## config.mk

```make
export PLATFORM = sky130hd
export DESIGN_NAME = mul_div_unit
export DESIGN_NICKNAME = d
export VERILOG_FILES = /design/src/rtl/md_pkg.sv /design/src/rtl/md_iter_core.sv /design/src/rtl/mul_div_unit.sv
export SDC_FILE = /design/constraint.sdc
export NUM_CORES = 1
export LEC_CHECK = 0
export BUFFER_PORTS_ARGS = -buffer_cell sky130_fd_sc_hd__buf_2
export CORE_ASPECT_RATIO = 0.6
export CORE_MARGIN = 4
export CORE_UTILIZATION = 60
export DETAILED_ROUTE_END_ITERATION = 6
export PLACE_DENSITY = 0.82
export RECOVER_POWER = 25
export SETUP_SLACK_MARGIN = 0.1
export SYNTH_ARGS = -nofsm -noshare
export SYNTH_HDL_FRONTEND = slang
export SYNTH_SLANG_ARGS = --single-unit
```

## constraint.sdc

```tcl
create_clock -name clk -period 3.6 [get_ports clk]
set_input_delay 0.72 -clock clk [delete_from_list [all_inputs] [get_ports clk]]
set_output_delay 0.72 -clock clk [all_outputs]
set_load 0.01 [all_outputs]
```

## src/rtl/md_pkg.sv

```systemverilog
// Shared decode constants and encodings for the iterative multiply/divide unit.
package md_pkg;

  localparam logic [5:0] FN_MULT  = 6'b011000;
  localparam logic [5:0] FN_MULTU = 6'b011001;
  localparam logic [5:0] FN_DIV   = 6'b011010;
  localparam logic [5:0] FN_DIVU  = 6'b011011;
  localparam logic [5:0] FN_MTHI  = 6'b010001;
  localparam logic [5:0] FN_MTLO  = 6'b010011;

  typedef enum logic [1:0] {
    ST_IDLE = 2'd0,
    ST_RUN  = 2'd1,
    ST_FIX  = 2'd2
  } state_e;

  typedef enum logic {
    OP_MUL = 1'b0,
    OP_DIV = 1'b1
  } op_kind_e;

  // True for the four Funct codes that launch a multi-cycle operation.
  function automatic logic is_muldiv(input logic [5:0] fn);
    return (fn == FN_MULT) || (fn == FN_MULTU) || (fn == FN_DIV) || (fn == FN_DIVU);
  endfunction

endpackage

```

## src/rtl/md_iter_core.sv

```systemverilog
// One radix-2 step: shift-add for multiply, restoring shift-subtract for divide.
module md_iter_core
  import md_pkg::*;
#(
  parameter int unsigned WIDTH = 32
) (
  input  op_kind_e               kind,
  input  logic [2*WIDTH-1:0]     acc,
  input  logic [WIDTH-1:0]       opnd,
  output logic [2*WIDTH-1:0]     acc_next
);

  logic [WIDTH:0]   mul_sum;
  logic [WIDTH:0]   div_trial;
  logic             div_ge;
  logic [WIDTH-1:0] div_rem;

  always_comb begin
    mul_sum   = '0;
    div_trial = '0;
    div_ge    = 1'b0;
    div_rem   = '0;
    acc_next  = acc;

    // Multiply: acc = {partial product, remaining multiplier bits}.
    mul_sum = {1'b0, acc[2*WIDTH-1:WIDTH]} + {1'b0, (acc[0] ? opnd : {WIDTH{1'b0}})};

    // Divide: acc = {remainder, remaining dividend bits / quotient bits}.
    div_trial = acc[2*WIDTH-1:WIDTH-1];
    div_ge    = (div_trial >= {1'b0, opnd});
    div_rem   = div_ge ? (div_trial[WIDTH-1:0] - opnd) : div_trial[WIDTH-1:0];

    if (kind == OP_MUL) begin
      acc_next = {mul_sum, acc[WIDTH-1:1]};
    end else begin
      acc_next = {div_rem, acc[WIDTH-2:0], div_ge};
    end
  end

endmodule

```

## src/rtl/mul_div_unit.sv

```systemverilog
// Iterative multiply/divide unit with architectural HI/LO registers for the execute stage.
module mul_div_unit
  import md_pkg::*;
#(
  parameter int unsigned WIDTH = 32
) (
  input  logic             clk,
  input  logic             reset,
  input  logic             start,
  input  logic [5:0]       Funct,
  input  logic [WIDTH-1:0] op_a,
  input  logic [WIDTH-1:0] op_b,
  output logic             busy,
  output logic             done,
  output logic [WIDTH-1:0] hi,
  output logic [WIDTH-1:0] lo
);

  localparam int unsigned CNT_W = $clog2(WIDTH);
  localparam int unsigned ACC_W = 2 * WIDTH;

  state_e            state;
  state_e            state_d;
  logic              issue_md;
  logic              wr_mthi;
  logic              wr_mtlo;

  op_kind_e          kind;
  logic [ACC_W-1:0]  acc;
  logic [ACC_W-1:0]  acc_next;
  logic [WIDTH-1:0]  opnd;
  logic              neg_q;
  logic              neg_r;
  logic              div_zero;
  logic [CNT_W-1:0]  cnt;

  logic              is_signed;
  logic              is_div;
  logic              a_neg;
  logic              b_neg;
  logic [WIDTH-1:0]  a_mag;
  logic [WIDTH-1:0]  b_mag;

  logic [ACC_W-1:0]  prod_fix;
  logic [WIDTH-1:0]  quo;
  logic [WIDTH-1:0]  rem;
  logic [WIDTH-1:0]  fix_hi;
  logic [WIDTH-1:0]  fix_lo;

  assign busy = (state != ST_IDLE);

  always_ff @(posedge clk or negedge reset) begin
    if (!reset) begin
      state <= ST_IDLE;
    end else begin
      state <= state_d;
    end
  end

  always_comb begin
    state_d  = state;
    issue_md = 1'b0;
    wr_mthi  = 1'b0;
    wr_mtlo  = 1'b0;
    case (state)
      ST_IDLE: begin
        if (start) begin
          wr_mthi = (Funct == FN_MTHI);
          wr_mtlo = (Funct == FN_MTLO);
          if (is_muldiv(Funct)) begin
            issue_md = 1'b1;
            state_d  = ST_RUN;
          end
        end
      end
      ST_RUN:  if (cnt == CNT_W'(WIDTH - 1)) state_d = ST_FIX;
      ST_FIX:  state_d = ST_IDLE;
      default: state_d = ST_IDLE;
    endcase
  end

  // Operand magnitudes and signs, only meaningful on the issuing edge.
  always_comb begin
    is_signed = ~Funct[0];
    is_div    = (Funct == FN_DIV) || (Funct == FN_DIVU);
    a_neg     = is_signed & op_a[WIDTH-1];
    b_neg     = is_signed & op_b[WIDTH-1];
    a_mag     = a_neg ? (-op_a) : op_a;
    b_mag     = b_neg ? (-op_b) : op_b;
  end

  md_iter_core #(
    .WIDTH (WIDTH)
  ) u_iter (
    .kind     (kind),
    .acc      (acc),
    .opnd     (opnd),
    .acc_next (acc_next)
  );

  // Sign fix-up; divide-by-zero keeps the all-ones quotient unnegated.
  always_comb begin
    prod_fix = neg_q ? (-acc) : acc;
    quo      = acc[WIDTH-1:0];
    rem      = acc[ACC_W-1:WIDTH];
    if (kind == OP_MUL) begin
      fix_hi = prod_fix[ACC_W-1:WIDTH];
      fix_lo = prod_fix[WIDTH-1:0];
    end else begin
      fix_hi = neg_r ? (-rem) : rem;
      fix_lo = div_zero ? {WIDTH{1'b1}} : (neg_q ? (-quo) : quo);
    end
  end

  always_ff @(posedge clk or negedge reset) begin
    if (!reset) begin
      kind     <= OP_MUL;
      acc      <= '0;
      opnd     <= '0;
      neg_q    <= 1'b0;
      neg_r    <= 1'b0;
      div_zero <= 1'b0;
      cnt      <= '0;
      hi       <= '0;
      lo       <= '0;
      done     <= 1'b0;
    end else begin
      done <= (state == ST_FIX);
      if (issue_md) begin
        kind     <= is_div ? OP_DIV : OP_MUL;
        acc      <= is_div ? {{WIDTH{1'b0}}, a_mag} : {{WIDTH{1'b0}}, b_mag};
        opnd     <= is_div ? b_mag : a_mag;
        neg_q    <= a_neg ^ b_neg;
        neg_r    <= a_neg;
        div_zero <= (op_b == '0);
        cnt      <= '0;
      end else if (state == ST_RUN) begin
        acc <= acc_next;
        cnt <= cnt + CNT_W'(1);
      end
      if (wr_mthi) hi <= op_a;
      if (wr_mtlo) lo <= op_a;
      if (state == ST_FIX) begin
        hi <= fix_hi;
        lo <= fix_lo;
      end
    end
  end

endmodule

```

; ---- Yosys cells after proc, flatten, opt, wreduce, memory -nomap -nowiden
; Index checks and enable logic that the tools add are counted.
[word_totals]
ff_bits = 172
inputBits = 73
out_inout_bits = 66
elab_cells = 80
[classes]
n_addsub = 8
n_lt_le_gt_ge = 1
eq_ne = 12
muxes = 33
bitwise_logic = 4
n_reduce_logical = 11
[ops]
columns = op, count
row1 = $mux W32, 15
row2 = $mux W64, 4
row3 = $neg A32 Y32, 4
row4 = $neg A64 Y64, 1
row5 = $eq A6 B5 Y1 const B, 6
row6 = $add A32 B32 Y33, 1
row7 = $ge A33 B32 Y1, 1
row8 = $logic_not A32 Y1, 1
row9 = $sub A32 B32 Y32, 1
row10 = $mux W5, 2
row11 = $mux W1, 8
row12 = $reduce_bool A2 Y1, 4
row13 = $mux W2, 3
row14 = $ne A2 B2 Y1 const B, 3
row15 = $add A5 B1 Y5 const B, 1
row16 = $eq A5 B5 Y1 const B, 1
row17 = $logic_or A1 B1 Y1, 4
row18 = $pmux W2 S2, 1
row19 = $reduce_and A3 Y1, 1
row20 = $and A1 B1 Y1, 2
row21 = $eq A2 B1 Y1 const B, 1
row22 = $eq A2 B2 Y1 const B, 1
row23 = $logic_not A2 Y1, 1
row24 = $not A1 Y1, 1
row25 = $xor A1 B1 Y1, 1

; ---- Logic depth before layout (Yosys ltp)
; Gate-level depths: netlist (run 1).
[depth]
depth_word = 8
mapped_depth = 14

; ---- Hierarchy
; From an unflattened synthesis (run 1), not the netlist that was laid out.
[hier_totals]
hier_cells = 2044
hier_area_um2 = 16158.0
[modules_own_cells]
columns = mod, n_inst, cells_each, area_per_inst_um2, seq_area_each_um2
row1 = mul_div_unit, 1, 1343, 11429.7, 4304.1
row2 = md_iter_core, 1, 701, 4728.3, 0.0

; ---- Least setup slack after synthesis (run 1)
; OpenSTA, ideal clock, no wires.
[synth_path]
kind = input-to-reg
start = in op_a[5]
end = reg acc[25]
arrival_time_ns = 2.965
t_required_ns = 3.458
slack_ns = 0.492
cell_stages = 8
path_cell_list = or4_4 nor4b_4 nand2_2 or3_1 or4_4 o31ai_4 xor2_1 o221ai_1
[synth_via]
elab_chain_len = 4
[synth_rtl]
columns = element, line
row1 = start: declaration, mul_div_unit.sv:11  ; input logic [WIDTH-1:0] op_a,
row2 = $neg A32 Y32, mul_div_unit.sv:88  ; a_mag = a_neg ? (-op_a) : op_a;
row3 = $mux W32, mul_div_unit.sv:88
row4 = $mux W32, mul_div_unit.sv:131  ; acc <= is_div ? {{WIDTH{1'b0}}, a_mag} : {{WIDTH{1'b0}}, b_mag};
row5 = $mux W64, mul_div_unit.sv:129  ; if (issue_md) begin
row6 = end signal: assignment, mul_div_unit.sv:131
row7 = end signal: assignment, mul_div_unit.sv:138  ; acc <= acc_next;
row8 = end: declaration, mul_div_unit.sv:29  ; logic [ACC_W-1:0] acc;
; No other way between the ends.
; A chain may end at the register's enable or synchronous reset.

; ---- Worst setup path after layout (run 1)
[layout_path]
start = reg acc[31]
end = reg acc[62]
[layout_via]
elab_chain_len = 5
[layout_rtl]
columns = element, line
row1 = $sub A32 B32 Y32 or $ge A33 B32 Y1 (tied branches), "md_iter_core.sv:31, md_iter_core.sv:30"
row2 = $mux W32 (*), md_iter_core.sv:31  ; div_rem = div_ge ? (div_trial[WIDTH-1:0] - opnd) : div_trial[WIDTH-1:0];
row3 = $mux W64 (*), md_iter_core.sv:33  ; if (kind == OP_MUL) begin
row4 = $mux W64 (*), mul_div_unit.sv:137  ; end else if (state == ST_RUN) begin
row5 = $mux W64 (*), mul_div_unit.sv:129
; Mark *: on every way between the ends. The rest lies on a longest branch, timed or not. The select of a mux whose other input is x is not followed.

==> results of run 1 <==
==> layout by cell type, fill, tap and decap left out, types with 8 or more instances in the layout <==
cell         n
nand2_1    237
dfrtp_1    170
o21ai_0    160
buf_2      137
nor2_1     125
buf_4      115
a21oi_1    114
xor2_1      91
xnor2_1     84
mux2i_1     77
ha_1        69
inv_1       64
o211ai_1    64
a32oi_1     35
nor3_1      32
nand3_1     31
or3_1       30
a21o_1      30
a22oi_1     25
o31ai_1     21
o221ai_1    21
nand2b_1    17
clkbuf_16   17
nor4_1      15
nand4_1     15
a31oi_1     15
a211oi_1    14
nor2b_1     13
o21a_1      13
and2_1      12
o21bai_1    12
o41ai_1     10
o22ai_1     10
or4_1       10
or2_2        9
and3_1       8
==> metrics by stage <==
stage / instances / area, µm² / total power, µW / setup TNS (ns)
global route: 2356 / 17190 / 15930 / 0
detailed placement: 2320 / 16500 / 12540 / -0.08056
finish: 2356 / 17190 / 15010 / 0
CTS: 2351 / 17090 / 14500 / 0
floorplan: 1861 / 14900 / 9440 / 0
global placement: 2320 / 16500 / 12360 / -0.03610
==> worst min path at each step <==
stage,start,endpoint,slack (ns)
6_report,cnt[4],cnt[4],0.51
5_1_grt,opnd[24],opnd[24],0.56
4_1_cts,reset,acc[54],0.36
3_5_place_dp,opnd[24],opnd[24],0.49
3_3_place_gp,opnd[24],opnd[24],0.48
2_1_floorplan,reset,acc[0],0.42
==> synth_stat cells (35+ instances only) <==
| library cell | number | area (µm²) |
|---|---|---|
| a21oi_1 | 117 | 585.6 |
| a32oi_1 | 35 | 306.5 |
| clkbuf_1 | 97 | 364.1 |
| dfrtp_1 | 172 | 4304 |
| ha_1 | 70 | 875.8 |
| inv_1 | 66 | 247.7 |
| mux2i_1 | 77 | 770.7 |
| nand2_1 | 237 | 889.6 |
| nor2_1 | 129 | 484.2 |
| o211ai_1 | 64 | 480.5 |
| o21ai_0 | 163 | 815.8 |
| xnor2_1 | 84 | 735.7 |
| xor2_1 | 91 | 797.0 |
==> cell type report <==
type | instances | area share
tap | 322 | 0.02344
sequential | 172 | 0.2506
clock buffer | 25 | 0.02883
clock inverter | 6 | 0.004950
timing repair buffer | 261 | 0.09646
inverter | 66 | 0.01441
multi-input combinational | 1504 | 0.5813
==> where the power goes <==
group | internal [µW] | switching [µW]
combinational | 4000 | 5750
clock | 1090 | 805
sequential | 2590 | 776
total | 7680 | 7330
==> cell families (layout without fill, tap and decap cells) <==
| group | Yosys count | after routing | synth area share |
|---|---|---|---|
| AOI/OAI and AO/OA | 589 | 589 | 0.2583 |
| xor gates and xnor gates | 175 | 175 | 0.1029 |
| adders and majority gates | 72 | 72 | 0.06149 |
| buffers and inverters | 185 | 358 | 0.04805 |
| DFF | 172 | 172 | 0.2890 |
| muxes | 77 | 77 | 0.05174 |
| and+or+nand+nor | 591 | 591 | 0.1886 |
==> repair_timing <==
| action | in CTS | in global routing |
|---|---|---|
| cloned | 0 | 0 |
| endpoints found under the setup margin | 5 | 47 |
| setup buffers | 0 | 5 |
| pin swaps | 0 | 11 |
| hold buffers | 0 | 0 |
| resized for setup | 2 | 28 |
==> sequential cells by signal, summed over array words and instances (netlist names) <==
signal	count
opnd	32
lo	32
cnt	5
div_zero	1
done	1
state	2
acc	64
neg_r	1
hi	32
neg_q	1
kind	1
==> routing by layer <==
metal,up-vias,global-route usage
met5,-,0
met4,4,0.1120
met3,143,0.1189
met2,1207,0.5187
met1,7484,0.5846
li1,7116,-
==> critical path: cells and delay by family, from the launching register on <==
kind	cells	cell delay, ns
AO/OA/AOI/OAI	8	1.68
adder cells (fa/ha/maj)	2	0.60
buffers and inverters	4	0.56
flip-flops	1	0.40
AND/OR/NAND/NOR	1	0.07
==> metrics.csv, run 1 <==
metric,value,unit
status,"finished, violations left",
failing checks,"capacitance limit, slew limit",
area of the multi-input gates,9991,µm²
synthesized area,14900,µm²
iteration count of the initial detailed-routing pass,7,
Setup WS pre-CTS,-0.08056,ns
Pleak,0.007429,µW
WL/cell,22.90,µm
register area share after synthesis,0.2890,
RR Startpoint,acc[31],
clk_skew,0.01039,ns
Cells after Synth,1861,
Port Buffers,138,
clk buf depth,2,
ys flop type,dfrtp_1,
DIE AREA,27490,µm²
Post-DP HPWL,40.87,mm
grt total ovfl,0,
DR iter-0 viols,2293,
Worst path max stage delay,0.40,ns
diode count,0,
"Reg clk slew, reported paths",0.07,ns
final WL,53.95,mm
Worst Hold Class,reg -> reg,
hold path depth,2,
critical path launch point,acc[31],
Starting Density,0.6135,
post-synthesis cell type count,73,
CP Launch Type,register,
RSZ-0062 raised after global routing,yes,
R2R Path End,acc[62],
CTS H-tree depth,4,
CP max FO,4,
CP Data Required Time,3.93,ns
flop-to-flop setup slack,0.16,ns
"IR drop worst, VDD",561.2,µV
Die Wd,211.4,µm
Die Y,130.0,µm
Max Slew Vio Count,77,
Yosys warnings,0,
CP cell instances,"inv_1, ha_1, inv_1, fa_1, a211oi_1, o21ai_0, a21oi_1, buf_4, o211ai_1, a41oi_1, buf_4, o22a_1, nor3b_1, a31oi_1, a32oi_1",
CP Capture Point,acc[62],
antenna violations before repair,2,
largest net degree at the start of global routing,101,
CTS tree,yes,
Max Cap Viol,1,
final hold slack,0.5094,ns
Ports,139,
Rel. slew slack,-0.4257,
CTS buffer count,17,
wire length on met2,20.93,mm
WP data arrival,3.77,ns
Final period util,0.9558,
TritonCTS Sinks,172,
asr flop ratio synth,1.000,
global-route wire length before repair,82.37,mm
Seq. cell area,4307,µm²
setup ws final,0.1590,ns
vias per cell,6.772,
Final setup viols,0,
post-layout util,0.7079,
DR vias,15950,
Tot GR Track Use,0.3835,
worst skew pair latency,0.46,ns
post-synth net total,2006,
# fillers,1924,
WL met3,8.000,mm
final hold viol count,0,
DRT antenna net count,0,
CORE AREA,24280,µm²
Metal-1 WL,23.29,mm
worst r2r path cells,15,
Remaining DRCs,0,
post-synthesis register bit count,172,
Crit-path slowest cell,dfrtp_1,
layout cells sized above 1,0.1672,
FMAX,0.2906,GHz
number of enable flip-flop cells after synthesis,0,
vias in the first global route,14420,
Tmin final,3.441,ns
Power Dens Cells,873.4,nW/µm²
clk root buf,clkbuf_16,
Area Growth Syn to Fin,15.38,%
Slew @ Worst Pin,2.139,ns
num rows,44,
GP Congestion,1.052,
CP Capture Type,register,
WS Path Type,reg -> reg,
Top Layer Used,met5,
nets@finish,2167,
Syn Area/Cell,8.004,µm²
Note: power is estimated with default switching activity, not from simulation.
==> run 2, diff against run 1 <==
==> constraint.sdc (replaced) <==
create_clock -name clk -period 3.8 [get_ports clk]
set_input_delay 0.76 -clock clk [delete_from_list [all_inputs] [get_ports clk]]
set_output_delay 0.76 -clock clk [all_outputs]
set_load 0.01 [all_outputs]
==> run 2 against run 1 <==
Critical endpoint is now acc[41]. Critical path type unchanged. Flip-flop and latch count stayed put. The run ends with DRC, capacitance limit, slew limit left. Sequential power is 4% lower. Non-clock buffer count is 42 lower. First-iteration DRC count is 13% higher. Cell count is 1.8% lower. Via count is 0.18% lower. Clock skew is 0.0010 ns higher. Core utilization is 1.5 points lower. Cell area is 2.2% lower. Routed wire length is 0.57% lower.
==> metrics.csv, run 2 (same netlist as run 1, synthesis figures left out) <==
metric,value,unit,change
power share of the clock group,0.130,,+0.004
DIE AREA,27490,µm²,unchanged
Rel. slew slack,-0.4546,,-0.02895
Die Wd,211.4,µm,unchanged
CP Capture Type,register,,
final setup TNS,0,ns,unchanged
final hold viol count,0,,unchanged
flop-to-flop setup slack,0.25,ns,+0.09 ns
Port Buffers,138,,unchanged
FMAX,0.2815,GHz,-3.1%
Tot GR Track Use,0.3833,,about the same
hold path depth,2,,unchanged
DR vias,15930,,-0.18%
grt total ovfl,0,,unchanged
switching share of power,0.4978,,+0.009236
CTS tree,yes,,
final hold slack,0.5012,ns,-0.008236 ns
clk_skew,0.01139,ns,+0.001003 ns
power share of the combinational group,0.640,,-0.010
clk buf depth,2,,unchanged
final WL,53.64,mm,-0.57%
CORE AREA,24280,µm²,unchanged
failing checks,"DRC, capacitance limit, slew limit",,
"Reg clk slew, reported paths",0.07,ns,about the same
Worst Hold Class,reg -> reg,,
num rows,44,,unchanged
clk root buf,clkbuf_16,,
Starting Density,0.6135,,unchanged
vias per cell,6.882,,+1.6%
setup ws final,0.2473,ns,+0.08824 ns
largest net degree at the start of global routing,106,,+5.0%
Ports,139,,unchanged
Worst Hold Endpoint,div_zero,,
"commonest non-fill, non-tap cell in the layout",nand2_1,,
status,"finished, violations left",,
Final period util,0.9349,,-0.02090
CP max FO,25,,+21
Area Growth Syn to Fin,12.89,%,
Post-DP HPWL,40.48,mm,-0.95%
CP Data Required Time,4.18,ns,+0.25 ns
Power Dens Cells,831.3,nW/µm²,-4.8%
post-layout util,0.6926,,-0.01525
dpl cell area,16230,µm²,-1.7%
RSZ-0062 raised after global routing,yes,,
Die Y,130.0,µm,unchanged
DR iter-0 viols,2597,,+13%
WP data arrival,3.93,ns,+0.16 ns
GP Congestion,1.008,,-4.2%
RR Startpoint,acc[34],,
Slew @ Worst Pin,2.182,ns,+0.04342 ns
worst r2r path cells,12,,-3
min-delay src,div_zero,,
Tmin final,3.553,ns,+0.1118 ns
CTS H-tree depth,4,,unchanged
WS Path Type,reg -> reg,,
global-route wire length before repair,82.50,mm,+0.16%
R2R Path End,acc[41],,
sw power,6959,µW,-5.1%
CTS Hold Bufs,0,,unchanged
nets@finish,2125,,-1.9%
Remaining DRCs,1,,+1
worst skew pair latency,0.46,ns,about the same
post-CTS setup buffer count,0,,unchanged
CP Launch Type,register,,
WL/cell,23.18,µm,+1.2%
Max Cap Viol,1,,unchanged
Max Slew Vio Count,84,,+9.1%
TritonCTS Sinks,172,,unchanged
most frequent cells in the layout,"nand2_1 (237), dfrtp_1 (171), o21ai_0 (161)",,
vias in the first global route,14500,,+0.58%
iteration count of the initial detailed-routing pass,7,,unchanged
"IR drop worst, VDD",496.1,µV,-12%
Cell Int Power,7020,µW,-8.6%
diode count,0,,unchanged
CTS buffer count,17,,unchanged
DRT antenna net count,0,,unchanged
Reg with most FFs,acc,,
Final setup viols,0,,unchanged
antenna violations before repair,1,,-1
max reg flops,64,,unchanged
Flop pwr share,0.230,,+0.006
layout cells sized above 1,0.1451,,-0.02208
"Design Area, Final",16820,µm²,-2.2%
Pleak,0.007214,µW,-2.9%
Setup WS pre-CTS,0.1167,ns,+0.1972 ns
==> run 2: cell count changes in the layout (fill, tap and decap cells not counted), moves of 2 or more <==
cell | previous run | this run
buf_4 | 115 | 76
buf_6 | 3 | 0
clkinv_2 | 2 | 0
clkinv_4 | 0 | 3
nor4_1 | 15 | 18
nor4_2 | 5 | 3
==> run 2: worst max-delay path by stage <==
| stage | from | end | slack, ns | cells after the start |
|---|---|---|---|---|
| after floorplan | op_a[5] | acc[25] | 0.65 | 8 |
| after global placement | acc[34] | acc[58] | -0.02 | 12 |
| after detailed placement | acc[34] | acc[58] | 0.12 | 12 |
| after CTS | acc[0] | acc[56] | 0.19 | 13 |
| after global routing | acc[0] | acc[49] | 0.07 | 15 |
| final | acc[34] | acc[41] | 0.25 | 12 |
==> run 2: stage by stage <==
step | total power (µW) | instances
after floorplan | 8943 | 1861
final | 13980 | 2314
after CTS | 13570 | 2314
after detailed placement | 11670 | 2283
after global routing | 14820 | 2314
after global placement | 11500 | 2283
==> run 2: what timing repair did <==
| action | CTS | global route |
|---|---|---|
| pin swaps | 0 | 2 |
| gates cloned | 0 | 0 |
| endpoints found under the setup margin | 1 | 14 |
| resized for setup | 1 | 12 |
==> run 2: power groups by stage <==
stage / Clock (µW) / Combinational, µW / Sequential [µW]
after detailed placement: 0 / 8470 / 3190
final: 1810 / 8950 / 3220
after global placement: 0 / 8320 / 3180
after CTS: 1820 / 8570 / 3180
after global routing: 1890 / 9640 / 3280
after floorplan: 0 / 5910 / 3040
==> run 2: per-layer routing <==
| metal | wire length [µm] | track usage | share of wire |
|---|---|---|---|
| met1 | 22850 | 0.5782 | 0.43 |
| met2 | 21270 | 0.5210 | 0.40 |
| met3 | 7904 | 0.1228 | 0.15 |
| met4 | 1610 | 0.1166 | 0.030 |
| met5 | 14 | 0 | 0.00026 |
==> run 2: area by class of cell <==
class                   count  area (µm²)
flip-flops and latches    172        4305
multi-input cells        1504        9941
clock inverters             8       110.1
fillers                  1963        7462
repair buffers            219        1331
clock buffers              23       478.0
well taps                 322       402.9
inverters                  66       247.7
==> run 2: critical path, stage by stage (launching register included) <==
cell	delay, ns
dfrtp_1	0.52
ha_1	0.45
nand3_1	0.15
o21bai_1	0.24
a211oi_2	0.28
o31ai_1	0.13
buf_4	0.17
o311ai_2	0.39
a211oi_4	0.16
nor2_2	0.23
buf_12	0.24
nand2_1	0.23
o221ai_1	0.26
